### src/rtl/alu_seq_pkg.sv
// Shared definitions for the ALU command sequencer: default widths,
// the illegal opcode value and the sequencer FSM state encoding.
package alu_seq_pkg;

    localparam int DW_DEF  = 8;
    localparam int OPW_DEF = 3;

    localparam logic [2:0] OP_ILLEGAL = 3'd7;

    typedef enum logic [1:0] {
        ST_IDLE  = 2'd0,
        ST_ISSUE = 2'd1,
        ST_RESP  = 2'd2
    } seq_state_e;

endpackage

### src/rtl/alu_seq_fifo.sv
// Synchronous command FIFO for the ALU sequencer.
// Pointers wrap modulo DEPTH (power of two); an extra count bit separates
// full from empty. Push is ignored when full, pop ignored when empty.
module alu_seq_fifo #(
    parameter int WIDTH = 19,
    parameter int DEPTH = 4
) (
    input  logic             clk_i,
    input  logic             rst_ni,
    input  logic             push_i,
    input  logic             pop_i,
    input  logic [WIDTH-1:0] wdata_i,
    output logic [WIDTH-1:0] rdata_o,
    output logic             full_o,
    output logic             empty_o
);

    localparam int AW    = $clog2(DEPTH);
    localparam int CNT_W = AW + 1;

    logic [WIDTH-1:0] mem [DEPTH];
    logic [AW-1:0]    wr_ptr;
    logic [AW-1:0]    rd_ptr;
    logic [CNT_W-1:0] count;
    logic             do_push;
    logic             do_pop;

    assign full_o  = (count == CNT_W'(DEPTH));
    assign empty_o = (count == '0);
    assign do_push = push_i & ~full_o;
    assign do_pop  = pop_i & ~empty_o;
    assign rdata_o = mem[rd_ptr];

    // Storage array: data only, left unreset since pointers define validity
    always_ff @(posedge clk_i) begin
        if (do_push) begin
            mem[wr_ptr] <= wdata_i;
        end
    end

    // Pointer and occupancy tracking
    always_ff @(posedge clk_i or negedge rst_ni) begin
        if (!rst_ni) begin
            wr_ptr <= '0;
            rd_ptr <= '0;
            count  <= '0;
        end else begin
            if (do_push) begin
                wr_ptr <= wr_ptr + AW'(1);
            end
            if (do_pop) begin
                rd_ptr <= rd_ptr + AW'(1);
            end
            case ({do_push, do_pop})
                2'b10:   count <= count + CNT_W'(1);
                2'b01:   count <= count - CNT_W'(1);
                default: count <= count;
            endcase
        end
    end

endmodule

### src/rtl/alu_cmd_sequencer.sv
// Issue stage for the combinational ALU: buffers commands in a FIFO, drives
// one command at a time onto the ALU inputs, captures the result and hands
// it to the consumer with valid/ready. Illegal opcode yields result 0, err 1.
// Optional feature macro: ALU_SEQ_ZERO_FLAG_EN adds out_zero_o.
module alu_cmd_sequencer
    import alu_seq_pkg::*;
#(
    parameter int DW    = DW_DEF,
    parameter int OPW   = OPW_DEF,
    parameter int DEPTH = 4
) (
    input  logic           clk_i,
    input  logic           rst_ni,
    input  logic           in_valid_i,
    output logic           in_ready_o,
    input  logic [DW-1:0]  in_a_i,
    input  logic [DW-1:0]  in_b_i,
    input  logic [OPW-1:0] in_op_i,
    output logic [DW-1:0]  alu_a_o,
    output logic [DW-1:0]  alu_b_o,
    output logic [OPW-1:0] alu_op_o,
    input  logic [DW-1:0]  alu_res_i,
    output logic           out_valid_o,
    input  logic           out_ready_i,
    output logic [DW-1:0]  out_res_o,
    output logic           out_err_o
`ifdef ALU_SEQ_ZERO_FLAG_EN
    ,
    output logic           out_zero_o
`endif
);

    localparam int CW = 2 * DW + OPW;

    seq_state_e     state;
    logic           fifo_push;
    logic           fifo_pop;
    logic           fifo_full;
    logic           fifo_empty;
    logic [CW-1:0]  fifo_wdata;
    logic [CW-1:0]  fifo_rdata;
    logic [DW-1:0]  head_a;
    logic [DW-1:0]  head_b;
    logic [OPW-1:0] head_op;
    logic           op_illegal;
    logic [DW-1:0]  res_capture;

    // Illegal opcodes report a forced-zero result
    function automatic logic [DW-1:0] capture_result(input logic illegal,
                                                     input logic [DW-1:0] res);
        return illegal ? '0 : res;
    endfunction

    assign in_ready_o  = ~fifo_full;
    assign fifo_push   = in_valid_i & ~fifo_full;
    assign fifo_wdata  = {in_a_i, in_b_i, in_op_i};
    assign {head_a, head_b, head_op} = fifo_rdata;
    assign op_illegal  = (alu_op_o == OPW'(OP_ILLEGAL));
    assign res_capture = capture_result(op_illegal, alu_res_i);

    alu_seq_fifo #(
        .WIDTH (CW),
        .DEPTH (DEPTH)
    ) u_fifo (
        .clk_i   (clk_i),
        .rst_ni  (rst_ni),
        .push_i  (fifo_push),
        .pop_i   (fifo_pop),
        .wdata_i (fifo_wdata),
        .rdata_o (fifo_rdata),
        .full_o  (fifo_full),
        .empty_o (fifo_empty)
    );

    // Pop the head whenever the FSM is about to issue a new command
    always_comb begin
        fifo_pop = 1'b0;
        case (state)
            ST_IDLE: fifo_pop = ~fifo_empty;
            ST_RESP: fifo_pop = out_ready_i & ~fifo_empty;
            default: fifo_pop = 1'b0;
        endcase
    end

    // Sequencer FSM with registered ALU drive and result outputs
    always_ff @(posedge clk_i or negedge rst_ni) begin
        if (!rst_ni) begin
            state       <= ST_IDLE;
            alu_a_o     <= '0;
            alu_b_o     <= '0;
            alu_op_o    <= '0;
            out_valid_o <= 1'b0;
            out_res_o   <= '0;
            out_err_o   <= 1'b0;
`ifdef ALU_SEQ_ZERO_FLAG_EN
            out_zero_o  <= 1'b0;
`endif
        end else begin
            case (state)
                ST_IDLE: begin
                    if (!fifo_empty) begin
                        alu_a_o  <= head_a;
                        alu_b_o  <= head_b;
                        alu_op_o <= head_op;
                        state    <= ST_ISSUE;
                    end
                end
                ST_ISSUE: begin
                    out_res_o   <= res_capture;
                    out_err_o   <= op_illegal;
                    out_valid_o <= 1'b1;
`ifdef ALU_SEQ_ZERO_FLAG_EN
                    out_zero_o  <= (res_capture == '0);
`endif
                    state       <= ST_RESP;
                end
                ST_RESP: begin
                    if (out_ready_i) begin
                        out_valid_o <= 1'b0;
                        if (!fifo_empty) begin
                            alu_a_o  <= head_a;
                            alu_b_o  <= head_b;
                            alu_op_o <= head_op;
                            state    <= ST_ISSUE;
                        end else begin
                            state    <= ST_IDLE;
                        end
                    end
                end
                default: state <= ST_IDLE;
            endcase
        end
    end

endmodule

### config.mk
export PLATFORM = sky130hd
export DESIGN_NAME = alu_cmd_sequencer
export DESIGN_NICKNAME = d
export VERILOG_FILES = /design/src/rtl/alu_seq_pkg.sv /design/src/rtl/alu_seq_fifo.sv /design/src/rtl/alu_cmd_sequencer.sv
export SDC_FILE = /design/constraint.sdc
export NUM_CORES = 1
export LEC_CHECK = 0
export ABC_AREA = 1
export CELL_PAD_IN_SITES_DETAIL_PLACEMENT = 2
export CELL_PAD_IN_SITES_GLOBAL_PLACEMENT = 2
export CORE_MARGIN = 8
export CORE_UTILIZATION = 37
export CTS_CLUSTER_SIZE = 28
export DETAILED_ROUTE_END_ITERATION = 10
export PLACE_DENSITY_LB_ADDON = 0.1
export SYNTH_ARGS = -nofsm -noshare
export SYNTH_HDL_FRONTEND = slang
export SYNTH_HIERARCHICAL = 1
export SYNTH_SLANG_ARGS = --single-unit
### constraint.sdc
create_clock -name clk_i -period 3.25 [get_ports clk_i]
set_clock_uncertainty 0.15 [all_clocks]
set_input_delay 0.975 -clock clk_i [delete_from_list [all_inputs] [get_ports clk_i]]
set_output_delay 0.975 -clock clk_i [all_outputs]
set_load 0.02 [all_outputs]
Word-level counts from Yosys, hierarchy flattened
Memory sizes are Yosys's and may differ from the RTL's.
Cells that the tools add are included.
- flip-flop bits (word level): 38
- memory bits (writable): 76
- output and inout bits: 30
- word-level logic and storage cells: 57
- memories: 1
- add/sub/neg operators: 4
- equality and inequality tests: 8
- mux-type cells: 20
- bitwise operators: 6
- reductions and logical operators: 8
- memories (memory ; words ; width ; rd ports ; clocked after memory_dff ; wr ports ; RTL line ; source):
    u_fifo.mem ; 4 ; 19 ; 1 ; 0 ; 1 ; alu_seq_fifo.sv:21 ; logic [WIDTH-1:0] mem [DEPTH];
- operators by type and width (cell ; count):
    $mux 8 ; 5
    $pmux 8 s2 ; 2
    $pmux 3 s2 ; 2
    $eq 3x3->1 const B ; 2
    $mux 3 ; 2
    $pmux 2 s3 ; 1
    $reduce_and 2->1 ; 3
    $reduce_bool 2->1 ; 3
    $add 2x1->2 const B ; 2
    $and 1x1->1 ; 4
    $eq 2x1->1 const B ; 2
    $eq 2x2->1 const B ; 2
    $mux 1 ; 4
    $mux 2 ; 2
    $ne 2x2->1 const B ; 2
    $pmux 1 s2 ; 2
    $add 3x1->3 const B ; 1
    $logic_not 3->1 ; 1
    $sub 3x1->3 const B ; 1
    $logic_not 2->1 ; 1
    $not 1->1 ; 2

Depth between registers and ports, before layout
- word-level depth: 7
- mapped depth: 17

Hierarchy
Netlist, hierarchy kept.
- by module, submodules not included (module ; instances ; cells each ; area an instance (µm²) ; sequential area each (µm²)):
    alu_seq_fifo ; 1 ; 283 ; 3612.2 ; 2457.4
    alu_cmd_sequencer ; 1 ; 141 ; 1243.7 ; 775.7

Worst setup path after synthesis
OpenSTA, ideal clock, no wires.
- path type: input to register
- start point: input in_valid_i
- end point: memory u_fifo.mem[0][0] (enable)
- setup time: 0.395 ns
- arrival: 2.138 ns
- data required time: 2.705 ns
- slack: 0.567 ns
- cell stages on the path: 4
- cells stage by stage: inv_1 nor2_1 nand2_1 nor2_1
- word-level cells in the longest chain between the ends: 4
- ends and longest elaborated chain (what ; RTL line ; source):
    from (decl) ; alu_cmd_sequencer.sv:14 ; input logic in_valid_i,
    $and 1x1->1 ; alu_cmd_sequencer.sv:55 ; assign fifo_push = in_valid_i & ~fifo_full;
    named net fifo_push ; alu_cmd_sequencer.sv:36 ; logic fifo_push;
    $and 1x1->1 ; alu_seq_fifo.sv:30 ; assign do_push = push_i & ~full_o;
    $mux 1 ; alu_seq_fifo.sv:36 ; if (do_push) begin
    $mux 1 (implied by the code) ; alu_seq_fifo.sv:37 ; mem[wr_ptr] <= wdata_i;
    to (decl) ; alu_seq_fifo.sv:21 ;
The timed path passes the listed nets, and every way through them passes these cells.

Worst setup path after layout
- start point: register u_fifo.count[1]
- end point: output in_ready_o
- word-level cells in the longest chain between the ends: 2
- ends and longest elaborated chain (what ; RTL line ; source):
    from (decl) ; alu_seq_fifo.sv:24 ; logic [CNT_W-1:0] count;
    from (signal assigned) ; alu_seq_fifo.sv:55 ; 2'b10: count <= count + CNT_W'(1);
    from (signal assigned) ; alu_seq_fifo.sv:56 ; 2'b01: count <= count - CNT_W'(1);
    from (signal assigned) ; alu_seq_fifo.sv:57 ; default: count <= count;
    $eq 3x3->1 ; alu_seq_fifo.sv:28 ; assign full_o = (count == CNT_W'(DEPTH));
    named net fifo_full ; alu_cmd_sequencer.sv:38 ; logic fifo_full;
    $not 1->1 ; alu_cmd_sequencer.sv:54 ; assign in_ready_o = ~fifo_full;
    to (decl) ; alu_cmd_sequencer.sv:15 ; output logic in_ready_o,
The timed path passes the listed nets, and every way through them passes these cells.

==> flow_metrics.env <==
export IMPL_row_count=42
export IMPL_cts_setup_buffers=0
export IMPL_antenna_found_initial=0
export IMPL_async_flop_share_pct=33.3
export IMPL_tightest_slew_ns=0.898
export IMPL_crit_type="reg -> out"
export IMPL_cp_max_fo=4
export IMPL_ys_seq_elements=114
export IMPL_synth_top_cell_area_share_pct=47.0
export IMPL_p_seq_share_pct=32.8
export IMPL_die_h_um=131
export IMPL_drt_total_wl_um=12000
export IMPL_power_total_uw=6740
export IMPL_wirelength_met1_um=5310
export IMPL_synth_top_cells_by_count="nand2_1 (134), edfxtp_1 (76), inv_1 (62), dfrtp_1 (38), nand3_1 (36)"
export IMPL_leakage_uw=0.00276
export IMPL_drc=0
export IMPL_hold_path_end="alu_b_o[4]"
export IMPL_insertion_delay_ns=0.41
export IMPL_rsz0062_at_grt="no"
export IMPL_via_per_inst=4.76
export IMPL_yosysWarnings=6
export IMPL_vias=3251
export IMPL_root_buffer="clkbuf_16"
export IMPL_drv_cap=0
export IMPL_wl_per_cell_um=17.5
export IMPL_routabilityCongestion=0.715
export IMPL_grt_pass1_vias=3726
export IMPL_switching_share_pct=35.9
export IMPL_crit_family="buffers and inverters"
export IMPL_cp_buffers_inverters=4
export IMPL_worstPathArrival_ns=1.71
export IMPL_synth_largest_area_cell="edfxtp_1"
export IMPL_drive_gt1_share_pct=14.4
export IMPL_dr_wl_met3_um=586
export IMPL_die_area_mm2=0.0170
export IMPL_crit_required_ns=2.12
export IMPL_hold_class="reg -> reg"
export IMPL_grt_pass1_wl_um=19900
export IMPL_route_met2_wl_um=5950
export IMPL_initial_core_util_pct=37.3
export IMPL_r2r_cells=15
export IMPL_ys_types=18
export IMPL_min_period_ns=2.84
export IMPL_vdd_ir_drop_max_uv=473
export IMPL_cpPeakStageDelay_ns=0.59
export IMPL_tns_ns=0
export IMPL_grt_total_usage_pct=15.7
export IMPL_grt_start_max_net_pins=45
export IMPL_critPathSlowestCell="clkdlybuf4s50_1"
export IMPL_cp_start_kind="flip-flop"
export IMPL_overflow=0
export IMPL_switchingPower_uw=2420
export IMPL_synth_flop_cell="edfxtp_1"
export IMPL_ioPinCount=61
export IMPL_fillers=1341
export IMPL_relSlewSlack_pct=40.1
export IMPL_synth_edf_count=76
export IMPL_ctsLongestPathBuffers=2
export IMPL_finalNetCount=531
export IMPL_fin_hold_ws_ns=0.317
export IMPL_slew_violations=0
export IMPL_cts_tree="done"
export IMPL_cts_sinks=114
export IMPL_drt_first_pass_iters=5
export IMPL_cp_end_kind="primary output"
export IMPL_core_area_mm2=0.0130
export IMPL_timing_rr_start="u_fifo/count[1]"
export IMPL_drt_iter0_drc=165
export IMPL_clk_pin_slew_ns=0.05
export IMPL_synthCells=424
export IMPL_r2r_slack_ns=0.88
export IMPL_max_freq_mhz=352
export IMPL_synth_most_common_cell="nand2_1"
export IMPL_power_density_mw_per_mm2=1070
export IMPL_htreeDepth=4
export IMPL_fin_area_mm2=0.00629
export IMPL_die_w_um=131
export IMPL_setup_viol=0
export IMPL_n_antenna_cell=0
export IMPL_whs_path_depth=2
export IMPL_cts_resized=0
export IMPL_cts_inserted_buffers=17
export IMPL_hold_viol=0
export IMPL_status="completed"
export IMPL_final_antenna_net_count=0
export IMPL_clkPwrFrac_pct=29.9
export IMPL_hold_buffers=0
export IMPL_place_hpwl_um=7700
export IMPL_syn2layout_area_growth_pct=29.6
export IMPL_worst_path_most_repeated_cell="inv_1"
export IMPL_ys_seq_area_share_pct=66.6
export IMPL_synth_area_leaders="edfxtp_1 (47%), dfrtp_1 (20%), nand2_1 (10%), o211ai_2 (7.5%), inv_1 (4.8%)"
export IMPL_p_comb_share_pct=37.3
export IMPL_io_buffers=60
export IMPL_syn_area_mm2=0.00486
export IMPL_r2r_end="u_fifo/count[2]"
export IMPL_hold_path_startpoint="alu_b_o[4]"
export IMPL_syn_nets=461
export IMPL_highest_layer="met4"
export IMPL_place_area_mm2=0.00565
export IMPL_timing_final_crit_share_pct=87.4
export IMPL_avgSynthCellArea_um2=11.5
export IMPL_cp_cell_sequence="inv_2, nand3_1, inv_1, inv_1, clkdlybuf4s50_1"
export IMPL_p_int_uw=4330
[worst max path at each step]
stage,start,endpoint,slack (ns),cells after the start
CTS,u_fifo/count[0],in_ready_o,0.37,5
floorplan,in_valid_i,u_fifo/mem[0][0],0.57,4
finish,u_fifo/count[1],in_ready_o,0.41,5
global placement,out_ready_i,u_fifo/count[2],0.26,14
detailed placement,out_ready_i,u_fifo/count[2],0.13,14
global route,u_fifo/count[0],in_ready_o,0.31,5
[metrics by stage]
stage,util [%],instances,setup slack [ns]
4_1_cts,48.3,683,0.368
2_1_floorplan,-,424,0.567
6_report,48.3,683,0.411
5_1_grt,48.3,683,0.305
3_3_place_gp,43.3,651,0.262
3_5_place_dp,43.3,651,0.132
[layer usage]
| metal | vias to the layer above | global-route usage, % |
|---|---|---|
| li1 | 1544 | - |
| met1 | 1632 | 18.5 |
| met2 | 62 | 26.4 |
| met3 | 13 | 4.87 |
| met4 | 0 | 6.08 |
| met5 | - | 0 |
[worst reg2reg max path, stage by stage (launching register included)]
cell and delay, ns:
dfrtp_1 0.37, inv_2 0.07, nand3_1 0.20, inv_1 0.07, nor2_1 0.12, nand2_1 0.08
inv_1 0.10, nand2_1 0.07, inv_1 0.07, ha_1 0.17, inv_1 0.08, fa_1 0.39
nand2_1 0.12, nand3_1 0.09, nand2_1 0.06, nand2_1 0.05
[power by group through the flow]
stage / combinational (µW) / sequential [µW] / clock, µW
final: 2520 / 2210 / 2020
after global placement: 2480 / 2220 / 0
after CTS: 2590 / 2220 / 2070
after floorplan: 1440 / 2420 / 0
after global routing: 2820 / 2260 / 2130
after detailed placement: 2560 / 2240 / 0
[cell families after synthesis]
logic type | count (synthesis) | synth area share, %
AOI/OAI and AO/OA | 41 | 9.17
buffers and inverters | 84 | 7.63
and+or+nand+nor | 178 | 14.7
adders and majority gates | 6 | 1.70
xor gates and xnor gates | 1 | 0.180
DFF | 114 | 66.6
[state kept, by name, summed over array words and instances, names as in the netlist]
| name | cells |
|---|---|
| u_fifo/mem | 76 |
| alu_a_o | 8 |
| alu_b_o | 8 |
| out_res_o | 8 |
| alu_op_o | 3 |
| u_fifo/count | 3 |
| state | 2 |
| u_fifo/rd_ptr | 2 |
| u_fifo/wr_ptr | 2 |
| out_err_o | 1 |
| out_valid_o | 1 |
[cells in the final DEF (no fill, tap or decap), drive strengths merged, types with 4 or more instances in the layout]
| cell | n |
|---|---|
| buf | 11 |
| bufinv | 4 |
| clkbuf | 24 |
| clkdlybuf4s50 | 59 |
| dfrtp | 38 |
| edfxtp | 76 |
| ha | 5 |
| inv | 65 |
| nand2 | 134 |
| nand3 | 36 |
| nor2 | 7 |
| o211ai | 38 |
[cell type report]
class / count / area [µm²] / share of cell area [%]
tap: 176 / 220 / 3.50
sequential: 114 / 3230 / 51.4
multi-input combinational: 226 / 1250 / 19.9
timing repair buffer: 70 / 696 / 11.1
clock buffer: 24 / 502 / 7.97
inverter: 65 / 244 / 3.88
clock inverter: 8 / 148 / 2.35
Power figures use the tool's default switching activity.
